**src/rtl/alu_operand_stage.sv**
```systemverilog
// ID/EX operand stage feeding the ALU: resolves EX/MEM and MEM/WB forwarding
// for rs and rt at capture time, selects the immediate for port_b, supports
// stall/flush, and raises a combinational load-use hazard request.

package alu_operand_pkg;
  typedef logic [3:0] aluop_t;
endpackage

// One forwarding mux per source operand. EX/MEM beats MEM/WB; register 0
// and in-flight loads in EX/MEM are never forwarded.
module alu_operand_fwd #(
  parameter int WORD_W = 32,
  parameter int REG_W  = 5
) (
  input  logic [REG_W-1:0]  src_idx,
  input  logic [WORD_W-1:0] src_data,
  input  logic              exmem_wen,
  input  logic              exmem_load,
  input  logic [REG_W-1:0]  exmem_rd,
  input  logic [WORD_W-1:0] exmem_data,
  input  logic              memwb_wen,
  input  logic [REG_W-1:0]  memwb_rd,
  input  logic [WORD_W-1:0] memwb_data,
  output logic [WORD_W-1:0] fwd_data
);
  logic nz;
  assign nz = (src_idx != '0);

  // Priority select of the freshest non-load producer.
  always_comb begin
    fwd_data = src_data;
    if (nz && exmem_wen && !exmem_load && (exmem_rd == src_idx))
      fwd_data = exmem_data;
    else if (nz && memwb_wen && (memwb_rd == src_idx))
      fwd_data = memwb_data;
  end
endmodule

module alu_operand_stage
  import alu_operand_pkg::*;
#(
  parameter int WORD_W = 32,
  parameter int REG_W  = 5
) (
  input  logic              CLK,
  input  logic              RST,
  input  logic              stall,
  input  logic              flush,
  input  logic              in_valid,
  input  aluop_t            aluop_in,
  input  logic [REG_W-1:0]  rs_idx,
  input  logic [REG_W-1:0]  rt_idx,
  input  logic [WORD_W-1:0] rs_data,
  input  logic [WORD_W-1:0] rt_data,
  input  logic [WORD_W-1:0] imm_ext,
  input  logic              alu_src,
  input  logic              exmem_wen,
  input  logic              exmem_load,
  input  logic [REG_W-1:0]  exmem_rd,
  input  logic [WORD_W-1:0] exmem_data,
  input  logic              memwb_wen,
  input  logic [REG_W-1:0]  memwb_rd,
  input  logic [WORD_W-1:0] memwb_data,
  output logic [WORD_W-1:0] port_a,
  output logic [WORD_W-1:0] port_b,
  output aluop_t            aluop,
  output logic [WORD_W-1:0] rt_fwd,
  output logic              out_valid,
  output logic              hazard
);
  localparam int NUM_SRC = 2; // lane 0 = rs, lane 1 = rt

  logic [NUM_SRC-1:0][REG_W-1:0]  src_idx;
  logic [NUM_SRC-1:0][WORD_W-1:0] src_data;
  logic [NUM_SRC-1:0][WORD_W-1:0] fwd_data;

  assign src_idx  = {rt_idx, rs_idx};
  assign src_data = {rt_data, rs_data};

  for (genvar g = 0; g < NUM_SRC; g++) begin : g_fwd
    alu_operand_fwd #(.WORD_W(WORD_W), .REG_W(REG_W)) u_fwd (
      .src_idx    (src_idx[g]),
      .src_data   (src_data[g]),
      .exmem_wen  (exmem_wen),
      .exmem_load (exmem_load),
      .exmem_rd   (exmem_rd),
      .exmem_data (exmem_data),
      .memwb_wen  (memwb_wen),
      .memwb_rd   (memwb_rd),
      .memwb_data (memwb_data),
      .fwd_data   (fwd_data[g])
    );
  end

  // rt only matters for the hazard when port_b actually consumes it; store
  // data still goes through rt_fwd, but by then the load has reached MEM/WB.
  assign hazard = in_valid & exmem_wen & exmem_load & (exmem_rd != '0) &
                  ((exmem_rd == rs_idx) | ((exmem_rd == rt_idx) & ~alu_src));

  // Stage register: reset > flush > stall > capture. Forwarding is resolved
  // only on capture, so a held operand is never re-forwarded while stalled.
  always_ff @(posedge CLK) begin
    if (RST || flush) begin
      port_a    <= '0;
      port_b    <= '0;
      rt_fwd    <= '0;
      aluop     <= 4'b0000;
      out_valid <= 1'b0;
    end else if (!stall) begin
      port_a    <= fwd_data[0];
      port_b    <= alu_src ? imm_ext : fwd_data[1];
      rt_fwd    <= fwd_data[1];
      aluop     <= aluop_in;
      out_valid <= in_valid;
    end
  end
endmodule

```
**config.mk**
```make
export PLATFORM = sky130hd
export DESIGN_NAME = alu_operand_stage
export DESIGN_NICKNAME = d
export VERILOG_FILES = /design/src/rtl/alu_operand_stage.sv
export SDC_FILE = /design/constraint.sdc
export NUM_CORES = 1
export LEC_CHECK = 0
export CELL_PAD_IN_SITES_DETAIL_PLACEMENT = 1
export CELL_PAD_IN_SITES_GLOBAL_PLACEMENT = 1
export CORE_MARGIN = 2
export CORE_UTILIZATION = 30
export DETAILED_ROUTE_END_ITERATION = 12
export GPL_ROUTABILITY_DRIVEN = 0
export HOLD_SLACK_MARGIN = 0.1
export PLACE_DENSITY = 0.91
export SLEW_MARGIN = 20
export SYNTH_ARGS = -nofsm -noshare
export SYNTH_HDL_FRONTEND = slang
export SYNTH_SLANG_ARGS = --single-unit
```
**constraint.sdc**
```tcl
create_clock -name CLK -period 2.1 [get_ports CLK]
set_clock_uncertainty 0.1 [all_clocks]
set_input_delay 0.21 -clock CLK [delete_from_list [all_inputs] [get_ports CLK]]
set_output_delay 0.21 -clock CLK [all_outputs]
set_load 0.05 [all_outputs]
```
# Word-level counts from Yosys, hierarchy flattened
# Cells that the tools add are included.
[totals]
regBits = 101
input_bits = 193
out_inout_bits = 102
elab_cells = 36
[classes]
eq_ne = 4
mux = 5
bitwise_logic = 7
n_reduce_logical = 15
[ops]
columns = ["cell", "n"]
rows = [
  ["$mux 32", 5],
  ["$eq 5x5->1", 4],
  ["$reduce_bool 5->1", 3],
  ["$logic_and 1x1->1", 10],
  ["$and 1x1->1", 5],
  ["$logic_not 1->1", 1],
  ["$logic_or 1x1->1", 1],
  ["$not 1->1", 1],
  ["$or 1x1->1", 1],
]

# Depth between registers and ports, before layout
[depth]
depth_word = 6
mapped_depth = 7
depth_no_buf = 5

# By module
# From an unflattened synthesis, not the netlist that was laid out.
[hier_totals]
hier_cells = 763
area_unflattened_um2 = 6030.8
[by_module_without_submodules]
columns = ["module", "n_inst", "cells_each", "area_per_inst_um2", "seq_area_each_um2"]
rows = [
  ["alu_operand_stage", 1, 415, 3996.3, 2021.9],
  ["alu_operand_fwd", 2, 174, 1017.2, 0.0],
]

# Least setup slack after synthesis
# Ideal clock, no wire load.
[synth_path]
kind = "input to output"
start = "input rt_idx[0]"
end = "output hazard"
arrival_time_ns = 1.981
required_time_ns = 1.790
setup_slack_ns = -0.191
path_stages = 5
n_path_buf = 1
cell_sequence = "xnor2_1 nand4_2 clkbuf_1 or3_1 a21oi_1"
[synth_between]
elab_chain_len = 4
[synth_rtl]
columns = ["item", "line_no", "text"]
rows = [
  ["from (decl)", "52", "input logic [REG_W-1:0] rt_idx,"],
  ["$eq 5x5->1", "98", "((exmem_rd == rs_idx) | ((exmem_rd == rt_idx) & ~alu_src));"],
  ["$and 1x1->1", "98", ""],
  ["$or 1x1->1", "98", ""],
  ["$and 1x1->1", "97", "assign hazard = in_valid & exmem_wen & exmem_load & (exmem_rd != '0) &"],
  ["to (decl)", "69", "output logic hazard"],
]
# No other way between the ends.

# Worst setup path after layout
[layout_path]
start = "input rs_idx[0]"
end = "register port_a[1]"
[layout_between]
elab_chain_len = 5
word_cells_on_any_way = 10
classes_between = "eq/ne: 2; mux: 2; reduce/logical: 6"
[layout_rtl]
columns = ["item", "line_no", "text"]
rows = [
  ["from (decl)", "51", "input logic [REG_W-1:0] rs_idx,"],
  ["$reduce_bool 5->1", "27", "assign nz = (src_idx != '0);"],
  ["$logic_and 1x1->1 (on tied branches) (2 in series)", "34, 32", ""],
  ["$mux 32 / $logic_and 1x1->1 (equally long branches)", "34, 32", ""],
  ["$mux 32 (*)", "32", "if (nz && exmem_wen && !exmem_load && (exmem_rd == src_idx))"],
  ["to (signal assigned)", "110", "port_a <= fwd_data[0];"],
  ["to (decl)", "64", "output logic [WORD_W-1:0] port_a,"],
]
# Every way passes the cells marked *; elsewhere a longest branch is shown, timed or not.
# A chain may end at the register's enable or synchronous reset.

==> summary.txt <==
Ys Warns = 0
largest family of logic cells by synthesized area = compound AO/OA/AOI/OAI gates
gr usage total = 24.99%
leakage = 3.936 nW
CTS tree = yes
Worst VDD drop = 0.4813 mV
WL/cell = 22.89 um
Reg area = 2022 um^2
min-delay worst type = primary input to flip-flop
XOR/XNOR share of the synthesized area = 2.893%
Worst path max stage delay = 0.59 ns
Final setup viols = 0
GRT Residual Overflow = 0
max cap viols = 0
Filler cells = 2207
Worst-Margin Slew = 1.003 ns
Iter 0 DRT Violations = 236
Reg2Reg Setup Slack = 1.04 ns
slew margin rel. = 32.98%
worst path cell trace = clkdlybuf4s50_1, or4_4, nor2_4, nor3_4, buf_4, buf_12, mux2i_1, a221oi_2
DP HPWL = 20.40 mm
Seq/Total Area, Yosys = 33.39%
Post-Synth Simple-Gate Area = 14.38%
outcome = finished, final reports clean
Worst-path clk slew = 0.07 ns
die height = 146.1 um
Post-Syn Area per Cell = 9.537 um^2
mapped cell area = 6056 um^2
delay-heaviest family, CP = simple AND/OR/NAND/NOR gates
vias per cell = 5.415
Final ANT Viol Nets = 0
layout cell share with drive strength beyond 1 = 20.09%
FFs w/ async S/R, synth = 0%
cell area after layout = 10010 um^2
fin. max-slew vios = 0
synthesis-stage register bit count = 101
commonest non-fill, non-tap cell in the layout = clkdlybuf4s50_1
Distinct cells, synth = 40
cell row count = 51
Post-Route Utilization = 50.95%
number of global-route vias before repair = 7225
Post-Route WL = 27.60 mm
Hold Vio Cnt, Final = 0
final antenna diode count = 0
Post-Place Cell Area = 9564 um^2
minimum clock period = 2.087 ns
Buffers on Ports = 294
Die Area = 21340 um^2
multiplexer share of the synthesized area = 12.07%
1st-pass router iterations = 4
largest net degree at the start of global routing = 54
Mapped Cells = 635
Core Box Area = 19650 um^2
clk sinks = 101
IO Count = 295
CP max stage cell = or4_4
power per cell area = 522.4 nW/um^2
most frequent cells in the layout = clkdlybuf4s50_1 (274), dfxtp_1 (101), nand2_1 (66)
placed cells = 1181
Syn Nets = 828
initial antenna violation count = 0
Synth Area in Adders = 0%
Tot Pwr = 5.232 mW
Post-synth EDFFs = 0
Data required, critical path = 2.21 ns
multi-input logic area = 3640 um^2
residual DRC count = 0
Die W = 146.1 um
most used flip-flop cell after synthesis = dfxtp_1
Final #Nets = 1129
Starting Density = 30.81%
root buffer cell = clkbuf_16
Max FO, Critical Path = 15
Worst Setup Start Kind = primary input
Synth Area in Compound Gates = 29.19%
critical path class = primary input to flip-flop
first-pass GRT wire length = 41.86 mm
Fmax = 479.1 MHz
Area growth syn-to-layout = 65.37%
crit path DAT = 2.19 ns
total CTS buffers = 9
hold_buf cts = 0
clock latency on the worst-skew pair = 0.34 ns
crit path capture type = flip-flop
vias = 6530
# H-tree levels = 3
Max Root-Sink Buffers = 2
fraction of the cycle the final worst path needs = 99.40%
CP Buf/Inv Count = 3
Post-Layout Cell Count = 1206
-- stage by stage --
stage	worst slack, ns	hold slack (ns)	setup TNS, ns
floorplan	0.09411	0.2478	0
global route	-0.01405	0.3899	-0.02074
CTS	0.01847	0.3716	0
detailed placement	-0.4809	0.3874	-38.21
finish	0.01258	0.3717	0
global placement	-0.4212	0.3747	-31.45
-- cells in the mapped netlist, drive strengths merged, types with 2 or more instances --
cell type	count	share of area, %
a221o	32	5.3
a221oi	32	7.8
a31o	32	4.6
and3	32	3.3
buf	30	4.2
clkbuf	30	1.9
dfxtp	101	33
inv	33	2.0
mux2	32	6.0
mux2i	37	6.1
nand2	66	4.1
nand4	3	0.41
nor2	10	0.87
nor3	4	0.76
nor4	34	4.0
o21a	64	7.9
o21ai	32	2.6
or4	2	0.33
xnor2	16	2.3
xor2	4	0.58
-- flip-flops by register name (all words and copies together), names as in the netlist --
| signal | count |
|---|---|
| aluop | 4 |
| out_valid | 1 |
| port_a | 32 |
| port_b | 32 |
| rt_fwd | 32 |
-- repair_timing --
action	CTS	global route
gates resized for setup	25	11
gates cloned	2	0
setup buffers	3	4
setup endpoints to repair	67	52
pin swaps	5	8
-- power breakdown --
| group | leakage (nW) | internal (mW) | switching [mW] |
|---|---|---|---|
| Sequential | 0.826 | 2.00 | 0.0537 |
| Combinational | 2.98 | 0.744 | 0.855 |
| Clock | 0.126 | 0.809 | 0.768 |
-- layer usage --
layer	vias to the layer above	wire length, um	global-route usage [%]
li1	3004	-	-
met1	3201	11120	29.26
met2	272	14290	45.28
met3	53	1486	5.313
met4	0	714	8.301
met5	-	0	0
-- tightest hold or removal path, stage by stage --
cell	delay, ns
buf_2	0.26
and3_1	0.21
a221o_1	0.10
-- cell type report --
type | instances | share of cell area, %
clock inverter | 5 | 0.3748
clock buffer | 11 | 2.324
inverter | 33 | 1.249
multi-input combinational | 441 | 36.34
sequential | 101 | 20.19
timing repair buffer | 350 | 36.21
tap | 265 | 3.311
-- path summary, 6_finish.rpt --
kind               from  cells past startpoint          to
max           rs_idx[0]                      8   port_a[1]
min               stall                      3  rt_fwd[12]
max reg2reg  port_b[13]                      3  port_b[13]
min reg2reg    aluop[2]                      2    aluop[2]
-- cell families (layout without fill, tap and decap cells) --
group,count (synthesis),count (layout)
xor+xnor,20,20
mux,69,69
compound gates,197,197
flops,101,101
simple gates,155,155
buf+inv,93,399
(Power assumes the default switching activity.)
==> edit: new RTL, same settings <==
`REG_W` is set to 5 in 2 places; all go to 7.
--- a/src/rtl/alu_operand_stage.sv
+++ b/src/rtl/alu_operand_stage.sv
@@ -11,5 +11,5 @@
 module alu_operand_fwd #(
   parameter int WORD_W = 32,
-  parameter int REG_W  = 5
+  parameter int REG_W  = 7
 ) (
   input  logic [REG_W-1:0]  src_idx,
@@ -41,5 +41,5 @@
 #(
   parameter int WORD_W = 32,
-  parameter int REG_W  = 5
+  parameter int REG_W  = 7
 ) (
   input  logic              CLK,
Ports: changed (resized exmem_rd, memwb_rd, rs_idx and rt_idx); port bits go from 295 to 303. The function was not compared with the original's and may differ.
==> edit against the unedited design <==
The run now ends with setup timing left; setup slack worse by 38 ps; cell count is 17% higher; design area is 14% higher; combinational power is 9% higher; die area is 12% higher; count of clock-buffer cells in the layout is 1 lower; sequential cell count stayed put; area after synthesis is 12% higher; total power is 6.1% higher; routed wire length is 23% higher; largest cell class unchanged; highest routed layer unchanged.
==> edit: results (changes against the unedited design) <==
outcome:
  status: "finished with violations"
  violations: "setup timing"
layout:
  nMultiInputCombCells: 549  # +24%
  multi_input_area_sq_um: 4350  # +20%
  drive_above_1_share_pct: 17.7  # -2.4 points
  fin_nets: 1325  # +17%
  buffers: 399  # +14%
  instances_no_fill: 1415  # +17%
  area_share_clock_buf_inv_pct: 2.66  # -0.043 points
  n_clock_buffer: 10  # -1
  buf_share_pct: 36.4  # +0.22 points
  num-fill-cells: 2542  # +15%
  n_antenna_cell: 1  # +1
min_path:
  hold_path_end: "rt_fwd[6]"
  holdPathStages: 4  # +1
setup_path:
  critPathLaunch: "rt_idx[3]"
  critPathSlowestCell: "dlygate4sd2_1"
  cpPeakStageDelay_ps: 290  # -300 ps
  r2r-end: "port_b[21]"
  worst-r2r-setup-slack_ps: 1130  # +90 ps
  crit_family: "buffers and inverters"
  r2r_start: "port_b[21]"
  worstSetupEndpoint: "hazard"
  cp_max_fo: 3  # -12
logic_synthesis:
  ys_seq_area_share_pct: 29.7  # -3.7 points
  synthXorXnorAreaFrac_pct: 3.60  # +0.71 points
  synth-compound-area-share_pct: 39.4  # +10 points
  ys_types: 36  # -10%
  synthTopCellsByArea: "dfxtp_1 (30%), a41oi_1 (8.2%), o31ai_1 (7.1%), a221oi_2 (6.6%), a21oi_1 (4.8%)"
  synth.avg_cell_area_sq_um: 8.33  # -13%
  syn_nets: 1019  # +23%
  synthTopCellsByCount: "dfxtp_1 (101), clkbuf_1 (74), nand2_1 (66)"
  synth_mux_area_share_pct: 0.735  # -11 points
routing:
  drt_wl_total_mm: 34.0  # +23%
  vias: 8439  # +29%
  route.met3.wl_mm: 1.86  # +25%
  dr.pass1.iters: 5  # +1
  wl_met1_mm: 13.9  # +25%
  drtIter0Drc: 528  # +120%
sta:
  setup_viol: 1  # +1
  tns_ps: -25.1  # -25.1 ps
  setup_ws_ps: -25.1  # -37.6 ps
  worstMarginPinSlew_ps: 605  # -398 ps
power:
  internal_power_uw: 3660  # +3.0%
  power.leakage_uw: 0.00412  # +4.6%
  peakVddDrop_v: 0.000393  # -18%
grt:
  grtUsageMet3_pct: 4.46  # -0.86 points
  grt_use_total_pct: 27.8  # +2.8 points
  grt_start_max_net_pins: 109  # +100%
  first_global_vias: 9170  # +27%
  use_met1_pct: 33.9  # +4.6 points
  grt_pass1_wl_mm: 52.6  # +26%
die:
  start_util_pct: 30.4  # -0.46 points
  taps: 285  # +7.5%
place:
  hpwlAfterDp_mm: 24.6  # +20%
  post-place-ws_ps: -676  # -195 ps
  placed_area_sq_um: 10600  # +11%
  io_buffers: 302  # +2.7%
  dp_cells: 1375  # +16%
cts:
  clk_pin_slew_worst_paths_ps: 90  # +20 ps
## edit: cell types whose count changed in the layout (fill, tap and decap cells not counted), sizes merged, moves of 34 or more
cell   before  now
a21oi       1   65
a41oi       0   64
and4        0   34
buf        59  105
inv        32   67
o21a       64    0
o31ai       0   64
## edit: metrics by stage
stage               total power (uW)  hold slack (ps)
CTS                             5560              284
detailed placement              3730              357
finish                          5550              297
floorplan                       2860              254
global route                    5750              319
global placement                3680              353
## edit: repair_timing
item / CTS / global route
cloned: 5 / 0
resized for setup: 75 / 35
setup endpoints to repair: 73 / 67
pin swaps: 27 / 8
buffers inserted: 18 / 4
## edit: power groups by stage
stage | Combinational, uW | Clock [uW] | Sequential, uW
after CTS | 1700 | 1830 | 2030
after detailed placement | 1650 | 0 | 2070
after floorplan | 551 | 0 | 2310
after global routing | 1830 | 1890 | 2040
final | 1740 | 1790 | 2030
after global placement | 1610 | 0 | 2070
